## config.mk

```make
export PLATFORM = sky130hd
export DESIGN_NAME = loadable_stack_memory
export DESIGN_NICKNAME = d
export VERILOG_FILES = /design/src/rtl/mem_pkg.sv /design/src/rtl/mem_array.sv /design/src/rtl/loadable_stack_memory.sv
export SDC_FILE = /design/constraint.sdc
export NUM_CORES = 1
export LEC_CHECK = 0
export ABC_CLOCK_PERIOD_IN_PS = 5700
export CORE_AREA = 2 2 176 178
export DETAILED_ROUTE_END_ITERATION = 6
export DIE_AREA = 0 0 178 180
export PLACE_DENSITY_LB_ADDON = 0.08
export SLEW_MARGIN = 15
export SYNTH_ARGS = -nofsm -noshare
export SYNTH_HDL_FRONTEND = slang
export SYNTH_SLANG_ARGS = --single-unit
```

## constraint.sdc

```tcl
create_clock -name clk -period 5.7 [get_ports clk]
set_input_delay 0.57 -clock clk [delete_from_list [all_inputs] [get_ports clk]]
set_output_delay 0.57 -clock clk [all_outputs]
set_load 0.01 [all_outputs]
```

## src/rtl/mem_pkg.sv

```systemverilog
// Shared types and default sizes for the loadable stack memory.
//   mem_state_t : controller state (zeroing sweep, CPU service, program load)
//   DATA_W_DEF / ADDR_W_DEF : default word width and address width
package mem_pkg;

  localparam int unsigned DATA_W_DEF = 8;
  localparam int unsigned ADDR_W_DEF = 5;

  typedef enum logic [1:0] {
    CLEAR,
    IDLE,
    LOAD
  } mem_state_t;

endpackage

```

## src/rtl/mem_array.sv

```systemverilog
// Word-addressed storage with one synchronous write port and one registered read port.
//   clk, rst          : clock, async active-high reset (clears only the read register)
//   we_i/waddr_i/wdata_i : write port, written at the rising edge when we_i=1
//   re_i/raddr_i      : read enable and address
//   rdata_o           : registered read data, updated only on enabled reads
module mem_array #(
  parameter int unsigned DATA_W = 8,
  parameter int unsigned ADDR_W = 5
) (
  input  logic              clk,
  input  logic              rst,
  input  logic              we_i,
  input  logic [ADDR_W-1:0] waddr_i,
  input  logic [DATA_W-1:0] wdata_i,
  input  logic              re_i,
  input  logic [ADDR_W-1:0] raddr_i,
  output logic [DATA_W-1:0] rdata_o
);

  localparam int unsigned DEPTH = 2 ** ADDR_W;

  // No reset on the array itself so it can map onto RAM; the controller's sweep zeroes it.
  logic [DATA_W-1:0] mem_q [DEPTH];
  logic [DATA_W-1:0] rdata_q;

  always_ff @(posedge clk) begin
    if (we_i) begin
      mem_q[waddr_i] <= wdata_i;
    end
  end

  always_ff @(posedge clk or posedge rst) begin
    if (rst) begin
      rdata_q <= '0;
    end else if (re_i) begin
      rdata_q <= mem_q[raddr_i];
    end
  end

  assign rdata_o = rdata_q;

endmodule

```

## src/rtl/loadable_stack_memory.sv

```systemverilog
// Data/program memory for the stack processor with a zeroing sweep after reset and a
// streaming program loader.
//   clk, rst                         : clock, async active-high reset
//   cpu_en/cpu_we/cpu_addr/cpu_wdata : CPU single access port, accepted while cpu_ready=1
//   cpu_ready, cpu_rdata, cpu_rvalid : CPU handshake and registered read data (latency 1)
//   ld_start/ld_base                 : begin a load at ld_base (sampled while idle)
//   ld_valid/ld_data/ld_last         : load word stream, accepted while ld_ready=1
//   ld_ready, ld_done, ld_err, ld_count : loader status
module loadable_stack_memory
  import mem_pkg::*;
#(
  parameter int unsigned DATA_W         = DATA_W_DEF,
  parameter int unsigned ADDR_W         = ADDR_W_DEF,
  parameter bit          CLEAR_ON_RESET = 1'b1
) (
  input  logic              clk,
  input  logic              rst,
  input  logic              cpu_en,
  input  logic              cpu_we,
  input  logic [ADDR_W-1:0] cpu_addr,
  input  logic [DATA_W-1:0] cpu_wdata,
  output logic              cpu_ready,
  output logic [DATA_W-1:0] cpu_rdata,
  output logic              cpu_rvalid,
  input  logic              ld_start,
  input  logic [ADDR_W-1:0] ld_base,
  input  logic              ld_valid,
  input  logic [DATA_W-1:0] ld_data,
  input  logic              ld_last,
  output logic              ld_ready,
  output logic              ld_done,
  output logic              ld_err,
  output logic [ADDR_W:0]   ld_count
);

  localparam mem_state_t      ResetState = CLEAR_ON_RESET ? CLEAR : IDLE;
  localparam logic [ADDR_W-1:0] PtrMax   = {ADDR_W{1'b1}};
  localparam logic [ADDR_W:0]   CountMax = {1'b1, {ADDR_W{1'b0}}};

  mem_state_t        state_q, state_d;
  logic [ADDR_W-1:0] clr_ptr_q, clr_ptr_d;
  logic [ADDR_W-1:0] ld_ptr_q, ld_ptr_d;
  logic [ADDR_W:0]   ld_count_q, ld_count_d;
  logic              ld_err_q, ld_err_d;
  logic              ld_done_q, ld_done_d;
  logic              cpu_rvalid_q, cpu_rvalid_d;

  logic              mem_we;
  logic [ADDR_W-1:0] mem_waddr;
  logic [DATA_W-1:0] mem_wdata;
  logic              mem_re;

  always_comb begin
    state_d      = state_q;
    clr_ptr_d    = clr_ptr_q;
    ld_ptr_d     = ld_ptr_q;
    ld_count_d   = ld_count_q;
    ld_err_d     = ld_err_q;
    ld_done_d    = 1'b0;
    cpu_rvalid_d = 1'b0;
    mem_we       = 1'b0;
    mem_waddr    = '0;
    mem_wdata    = '0;
    mem_re       = 1'b0;

    // The state alone selects the write source, so the sources never collide.
    unique case (state_q)
      CLEAR: begin
        mem_we    = 1'b1;
        mem_waddr = clr_ptr_q;
        clr_ptr_d = clr_ptr_q + ADDR_W'(1);
        if (clr_ptr_q == PtrMax) begin
          state_d = IDLE;
        end
      end
      IDLE: begin
        if (cpu_en && cpu_we) begin
          mem_we    = 1'b1;
          mem_waddr = cpu_addr;
          mem_wdata = cpu_wdata;
        end
        if (cpu_en && !cpu_we) begin
          mem_re       = 1'b1;
          cpu_rvalid_d = 1'b1;
        end
        // A CPU access in the same cycle still completes; the load starts next cycle.
        if (ld_start) begin
          state_d    = LOAD;
          ld_ptr_d   = ld_base;
          ld_count_d = '0;
          ld_err_d   = 1'b0;
        end
      end
      LOAD: begin
        if (ld_valid) begin
          mem_we    = 1'b1;
          mem_waddr = ld_ptr_q;
          mem_wdata = ld_data;
          if (ld_count_q != CountMax) begin
            ld_count_d = ld_count_q + (ADDR_W + 1)'(1);
          end
          if (ld_last) begin
            state_d   = IDLE;
            ld_done_d = 1'b1;
          end else if (ld_ptr_q == PtrMax) begin
            // Ran off the top of memory: stop rather than wrap onto low addresses.
            state_d   = IDLE;
            ld_done_d = 1'b1;
            ld_err_d  = 1'b1;
          end else begin
            ld_ptr_d = ld_ptr_q + ADDR_W'(1);
          end
        end
      end
      default: begin
        state_d = ResetState;
      end
    endcase
  end

  always_ff @(posedge clk or posedge rst) begin
    if (rst) begin
      state_q      <= ResetState;
      clr_ptr_q    <= '0;
      ld_ptr_q     <= '0;
      ld_count_q   <= '0;
      ld_err_q     <= 1'b0;
      ld_done_q    <= 1'b0;
      cpu_rvalid_q <= 1'b0;
    end else begin
      state_q      <= state_d;
      clr_ptr_q    <= clr_ptr_d;
      ld_ptr_q     <= ld_ptr_d;
      ld_count_q   <= ld_count_d;
      ld_err_q     <= ld_err_d;
      ld_done_q    <= ld_done_d;
      cpu_rvalid_q <= cpu_rvalid_d;
    end
  end

  mem_array #(
    .DATA_W (DATA_W),
    .ADDR_W (ADDR_W)
  ) u_mem_array (
    .clk     (clk),
    .rst     (rst),
    .we_i    (mem_we),
    .waddr_i (mem_waddr),
    .wdata_i (mem_wdata),
    .re_i    (mem_re),
    .raddr_i (cpu_addr),
    .rdata_o (cpu_rdata)
  );

  assign cpu_ready  = (state_q == IDLE);
  assign ld_ready   = (state_q == LOAD);
  assign cpu_rvalid = cpu_rvalid_q;
  assign ld_done    = ld_done_q;
  assign ld_err     = ld_err_q;
  assign ld_count   = ld_count_q;

endmodule

```

# Yosys cells after proc, flatten, opt, wreduce, memory -nomap -nowiden

Memories as Yosys holds them, arrays and structs flattened. A register that Yosys moved wholly into a read port is not among the register bits.
Index checks and enable logic that the tools add are counted.

Eq/ne operators: 13
Mux-type cells: 37
Reductions and logical operators: 9
Add/sub/neg operators: 3

Operator list:

| operator                                                        | number |
|---|---|
| 5-bit two-way mux                                               | 6 |
| 6-bit two-way mux                                               | 3 |
| 8-bit two-way mux                                               | 2 |
| 8-bit one-hot mux with 2 select lines                           | 1 |
| 5-bit one-hot mux with 3 select lines                           | 1 |
| 1-bit two-way mux                                               | 14 |
| 6-bit one-hot mux with 2 select lines                           | 1 |
| 5-bit by 1-bit adder with 5-bit output, second input constant   | 2 |
| 5-bit == test, second input constant                            | 2 |
| 2-bit two-way mux                                               | 5 |
| 5-bit one-hot mux with 2 select lines                           | 1 |
| 5-bit AND reduction                                             | 2 |
| 2-bit != test, second input constant                            | 4 |
| 4-bit AND reduction                                             | 2 |
| 6-bit by 1-bit adder with 6-bit output, second input constant   | 1 |
| 2-bit by 1-bit != test with 1-bit output, second input constant | 3 |
| 6-bit != test, second input constant                            | 1 |
| 2-bit one-hot mux with 3 select lines                           | 1 |
| 3-bit by 2-bit != test with 1-bit output, second input constant | 1 |
| 1-bit one-hot mux with 3 select lines                           | 1 |
| 2-bit by 1-bit == test with 1-bit output, second input constant | 1 |
| 2-bit == test, second input constant                            | 1 |
| 1-bit logical AND                                               | 2 |
| 2-bit zero test                                                 | 1 |
| 3 further kinds                                                 | 3 |

Memories: 1
Bits in writable memories: 256
Register bits: 21
Bits of input ports: 33
Output and inout bits: 19
Logic and storage cells: 70

Memory list:

| memory            | depth | bits a word | rd ports | clocked after Yosys merged registers in | wr ports | line            | source |
|---|---|---|---|---|---|---|---|
| u_mem_array.mem_q | 32    | 8           | 1        | 1                                       | 1        | mem_array.sv:23 | `logic [DATA_W-1:0] mem_q [DEPTH];` |

# Depth between registers and ports, before layout

Word-level depth: 5
Depth in mapped cells: 9
Gate-level depth less buffers: 7

# Cells and area by module

A second synthesis with hierarchy kept.

Cells, all modules: 748
Area total of the unflattened synthesis: 11,876.4 um2

By module, submodules not included:

| module                | cells an instance | area an instance (um2) | times used |
|---|---|---|---|
| mem_array             | 592               | 10,415.0               | 1 |
| loadable_stack_memory | 156               | 1,461.4                | 1 |

# Least setup slack after synthesis

OpenSTA, ideal clock, no wires.

Path type: flip-flop to flip-flop
Start point: register state_q[0]
End point: memory u_mem_array.mem_q[0][0] (data pin)
Arrival: 2,379 ps
Clock period less this slack: 2,738 ps
Cell stages (with the launch flop): 8
Buffers on the path: 2
Setup slack: 2,962 ps
Cells stage by stage: dfrtp_1 > inv_1 > ha_1 > and2_1 > clkbuf_1 > clkbuf_1 > a22oi_1 > nor2b_1

Longest elaborated chain between the ends: 2
Elaborated cells on any way between the ends: 3

RTL lines:

| item                                  | line                         | source |
|---|---|---|
| from (decl)                           | loadable_stack_memory.sv:40  | `mem_state_t state_q, state_d;` |
| from (signal assigned)                | loadable_stack_memory.sv:123 | `state_q <= ResetState;` |
| from (signal assigned)                | loadable_stack_memory.sv:131 | `state_q <= state_d;` |
| 2-bit == test                         | -                            |  |
| via ld_ready                          | loadable_stack_memory.sv:30  | `output logic ld_ready,` |
| 8-bit one-hot mux with 2 select lines | loadable_stack_memory.sv:67  | `unique case (state_q)` |
| via mem_wdata[0]                      | loadable_stack_memory.sv:50  | `logic [DATA_W-1:0] mem_wdata;` |
| to (decl)                             | mem_array.sv:23              |  |

The timed path passes the listed nets, and every way through them passes these cells.

# Final worst setup path

Start point: register state_q[0]
End point: memory u_mem_array.mem_q[27][1], enable pin

Longest elaborated chain between the ends: 4
Elaborated cells on any way between the ends: 7

RTL lines:

| item                                    | line                        | source |
|---|---|---|
| 2-bit == test (tied with other cells)   | loadable_stack_memory.sv:67 |  |
| 1-bit one-hot mux with 3 select lines   | loadable_stack_memory.sv:67 |  |
| 1-bit two-way mux                       | mem_array.sv:27             | `if (we_i) begin` |
| 1-bit two-way mux (implied by the code) | mem_array.sv:28             | `mem_q[waddr_i] <= wdata_i;` |

Several ways; a longest one is shown, not always the timed one.

==> flow_summary.ini <==
[global_route]
grt_use_total = 0.1861
grt_max_degree = 79
grt_pass1_wl_um = 43870
grt_pass1_vias = 6901
grt_overflow_total = 0
antenna_found_initial = 0

[placement]
port_buffers = 51
gp_congestion = 0.8346
hpwl_um = 18810
dp_slack_ps = 1825

[yosys]
syn-num-nets = 782
syn_area_um2 = 11950
synth.avg_cell_area_um2 = 16.17
synthFlopType = edfxtp_1
yosysTopAreaCellShare = 0.6432
yosys-top-cells-area = edfxtp_1 (64%), mux2i_1 (11%), dfrtp_1 (6.1%), a22oi_1 (2.6%), a22o_1 (1.2%)
synth.distinct_cells = 48
synth_edf_count = 256
yosysTopAreaCell = edfxtp_1
yosys_warnings = 0
async_flop_share = 0.1018
syn_inst = 739
seq_area_frac_synth = 0.7039
synth_seq_cells = 285

[clock_tree]
cts_made_buffers = 30
clk_pin_slew_ps = 60
cts_num_sinks = 285
cts_resized = 0
insertion_delay_ps = 550
clk_path_buf_depth = 3
htreeDepth = 1
cts_root_buf = clkbuf_16
post_cts_buffers = 0
cts_tree = done
hold_buffers = 0

[routing]
first_pass_iters = 5
vias_per_cell = 5.497
drc = 0
ant_nets = 0
dr.first_iter.drc_count = 514
vias = 6646
totalWireLength_um = 29670
wl_per_cell_um = 24.54

[cells_and_area]
area_growth_pct = 16.09
nFillCells = 2575
drive_gt1_frac = 0.1082
diodes = 0
layout.nets = 832

[timing]
period_share = 0.6821
setup_slack_ps = 1812
slew_violations = 0
fin_crit_ps = 3888
setup-tns-final_ps = 0
max_freq_ghz = 0.2572
grt_setup_unrepaired = false
tightestPinTransition_ps = 1121
final-hold-violation-count = 0
slew-limit-headroom = 0.2513
finalClockSkew_ps = 8.231
setup_viol = 0

[floorplan]
io_pins = 52
die_area_um2 = 32040
rows = 64
chipHeight_um = 180
core_um2 = 30190
die_w_um = 178
initial_core_util = 0.3959

[worst_setup_path]
cp-end-kind = flip-flop
crit_required_ps = 5880
arrival_ps = 4060
worstPathCellList = inv_1, ha_1, and2_1, a222oi_1, nor3_1, nand2_1, nor2_1
crit_path_max_incr_delay_ps = 760
crit_fanout = 26
cpMaxStageDelayCell = ha_1
cp-start-kind = flip-flop
crit_type = flip-flop to flip-flop
reg2reg_slack_ps = 1810

[power]
p_leak_nw = 4.911
pwr_density_cell_nw_per_um2 = 430.4
peakVddDrop_mv = 0.2359

[flow_run]
drv_cap = 0

[outcome]
status = completed

[min_path]
hp-class = input port to async pin
-- metal layers --
metal	vias up	GRT usage	share of wire
met5	-	0	0
met3	46	0.02855	0.058
met2	226	0.3002	0.47
li1	3020	-	-
met1	3354	0.2619	0.44
met4	0	0.05148	0.024
-- kinds of logic (layout without fill, tap and decap cells) --
family,after synthesis,in the layout,synth area share
compound gates,147,147,0.09872
xor+xnor,3,3,0.002199
fa+ha+maj,10,10,0.01047
buf+inv,47,121,0.02649
flops,285,285,0.7039
mux,133,133,0.1116
simple gates,114,114,0.04659
-- where the power goes --
group / internal [W] / switching [W] / total [W]
Sequential: 0.00259 / 0.000121 / 0.00271
Clock: 0.00131 / 0.000776 / 0.00208
Combinational: 0.000429 / 0.000755 / 0.00118
Total: 0.00432 / 0.00165 / 0.00597
-- worst max-delay path: cells and delay by family (launching register included) --
kind | cells | cell delay, ps
buf+inv | 1 | 110
fa+ha+maj | 1 | 760
simple gates | 4 | 2030
compound gates | 1 | 210
flops | 1 | 400
-- path summary, 6_finish.rpt --
| check | from | endpoint | depth (start not counted) |
|---|---|---|---|
| hold / removal | rst | ld_count[3] | 3 |
| setup / recovery | state_q[0] | u_mem_array.mem_q[27][1] | 7 |
| hold reg to reg | u_mem_array.rdata_o[1] | u_mem_array.rdata_o[1] | 2 |
| setup reg to reg | state_q[0] | u_mem_array.mem_q[27][1] | 7 |
| max in group asynchronous | rst | u_mem_array.rdata_o[6] | 3 |
| min in group clk | u_mem_array.rdata_o[1] | u_mem_array.rdata_o[1] | 2 |
-- cell usage after synthesis (2+ instances only) --
master      n
a21oi_1    22
a221oi_1   10
a221oi_2    8
a22o_1     17
a22oi_1    41
a31oi_1     2
a32o_1      4
and2_1      6
and3_1      3
buf_1       2
buf_12      2
buf_2      11
buf_4       6
buf_6       5
buf_8       3
clkbuf_1   10
dfrtp_1    29
edfxtp_1  256
ha_1       10
inv_1       8
mux2_2      2
mux2i_1   131
nand2_1    26
nand2_2     2
nand2b_1    7
nand3_1     5
nand4_1     2
nor2_1     38
nor2b_1    16
nor3_1      2
nor3b_1     2
o21ai_0    11
o21ai_1     4
o22a_1      4
o22ai_1     9
o31ai_1     3
o41ai_2     8
xnor2_1     2
-- stage by stage --
stage / hold WS (ps) / instances / util / total power, W / cell area (um^2)
finish: 418.7 / 1209 / 0.4596 / 0.005972 / 13870
global route: 460.1 / 1209 / 0.4596 / 0.006233 / 13870
CTS: 427.5 / 1209 / 0.4596 / 0.006028 / 13870
detailed placement: 468.5 / 1153 / 0.4239 / 0.003949 / 12800
global placement: 475.1 / 1153 / 0.4239 / 0.003921 / 12800
floorplan: 460.3 / 739 / - / 0.003426 / 11950
-- cells in the final DEF (no fill, tap or decap), types with 3 or more instances in the layout --
| cell type | n |
|---|---|
| edfxtp_1 | 256 |
| mux2i_1 | 131 |
| clkdlybuf4s50_1 | 50 |
| a22oi_1 | 41 |
| nor2_1 | 37 |
| clkbuf_16 | 31 |
| dfrtp_1 | 29 |
| nand2_1 | 26 |
| a21oi_1 | 22 |
| a22o_1 | 17 |
| o21ai_0 | 11 |
| a221oi_1 | 10 |
| ha_1 | 10 |
| o22ai_1 | 9 |
| inv_1 | 8 |
| a221oi_2 | 8 |
| o41ai_2 | 8 |
| nor2b_4 | 8 |
| nand2b_1 | 7 |
| bufinv_16 | 7 |
| clkinv_2 | 7 |
| nor2b_1 | 6 |
| and2_1 | 6 |
| nand3_1 | 5 |
| buf_4 | 5 |
| o21ai_1 | 4 |
| a32o_1 | 4 |
| o22a_1 | 4 |
| clkinvlp_4 | 4 |
| clkbuf_1 | 4 |
| o31ai_1 | 3 |
| and3_1 | 3 |
| clkinv_1 | 3 |
-- area by class of cell --
type,count,area (um^2),share of cell area
clock buffers,35,790.8,0.05699
clock inverters,21,286.5,0.02065
inverters,8,30.03,0.002164
multi-input cells,407,3289,0.2371
flip-flops and latches,285,8413,0.6064
well taps,396,495.5,0.03571
repair buffers,57,569.3,0.04103
-- state kept, by name, indices dropped and copies added (netlist names) --
signal / count
ld_err: 1
ld_done: 1
cpu_rvalid: 1
ld_ptr_q: 5
u_mem_array.mem_q: 256
state_q: 2
clr_ptr_q: 5
u_mem_array.rdata_o: 8
ld_count: 6
Note: power is estimated with default switching activity, not from simulation.
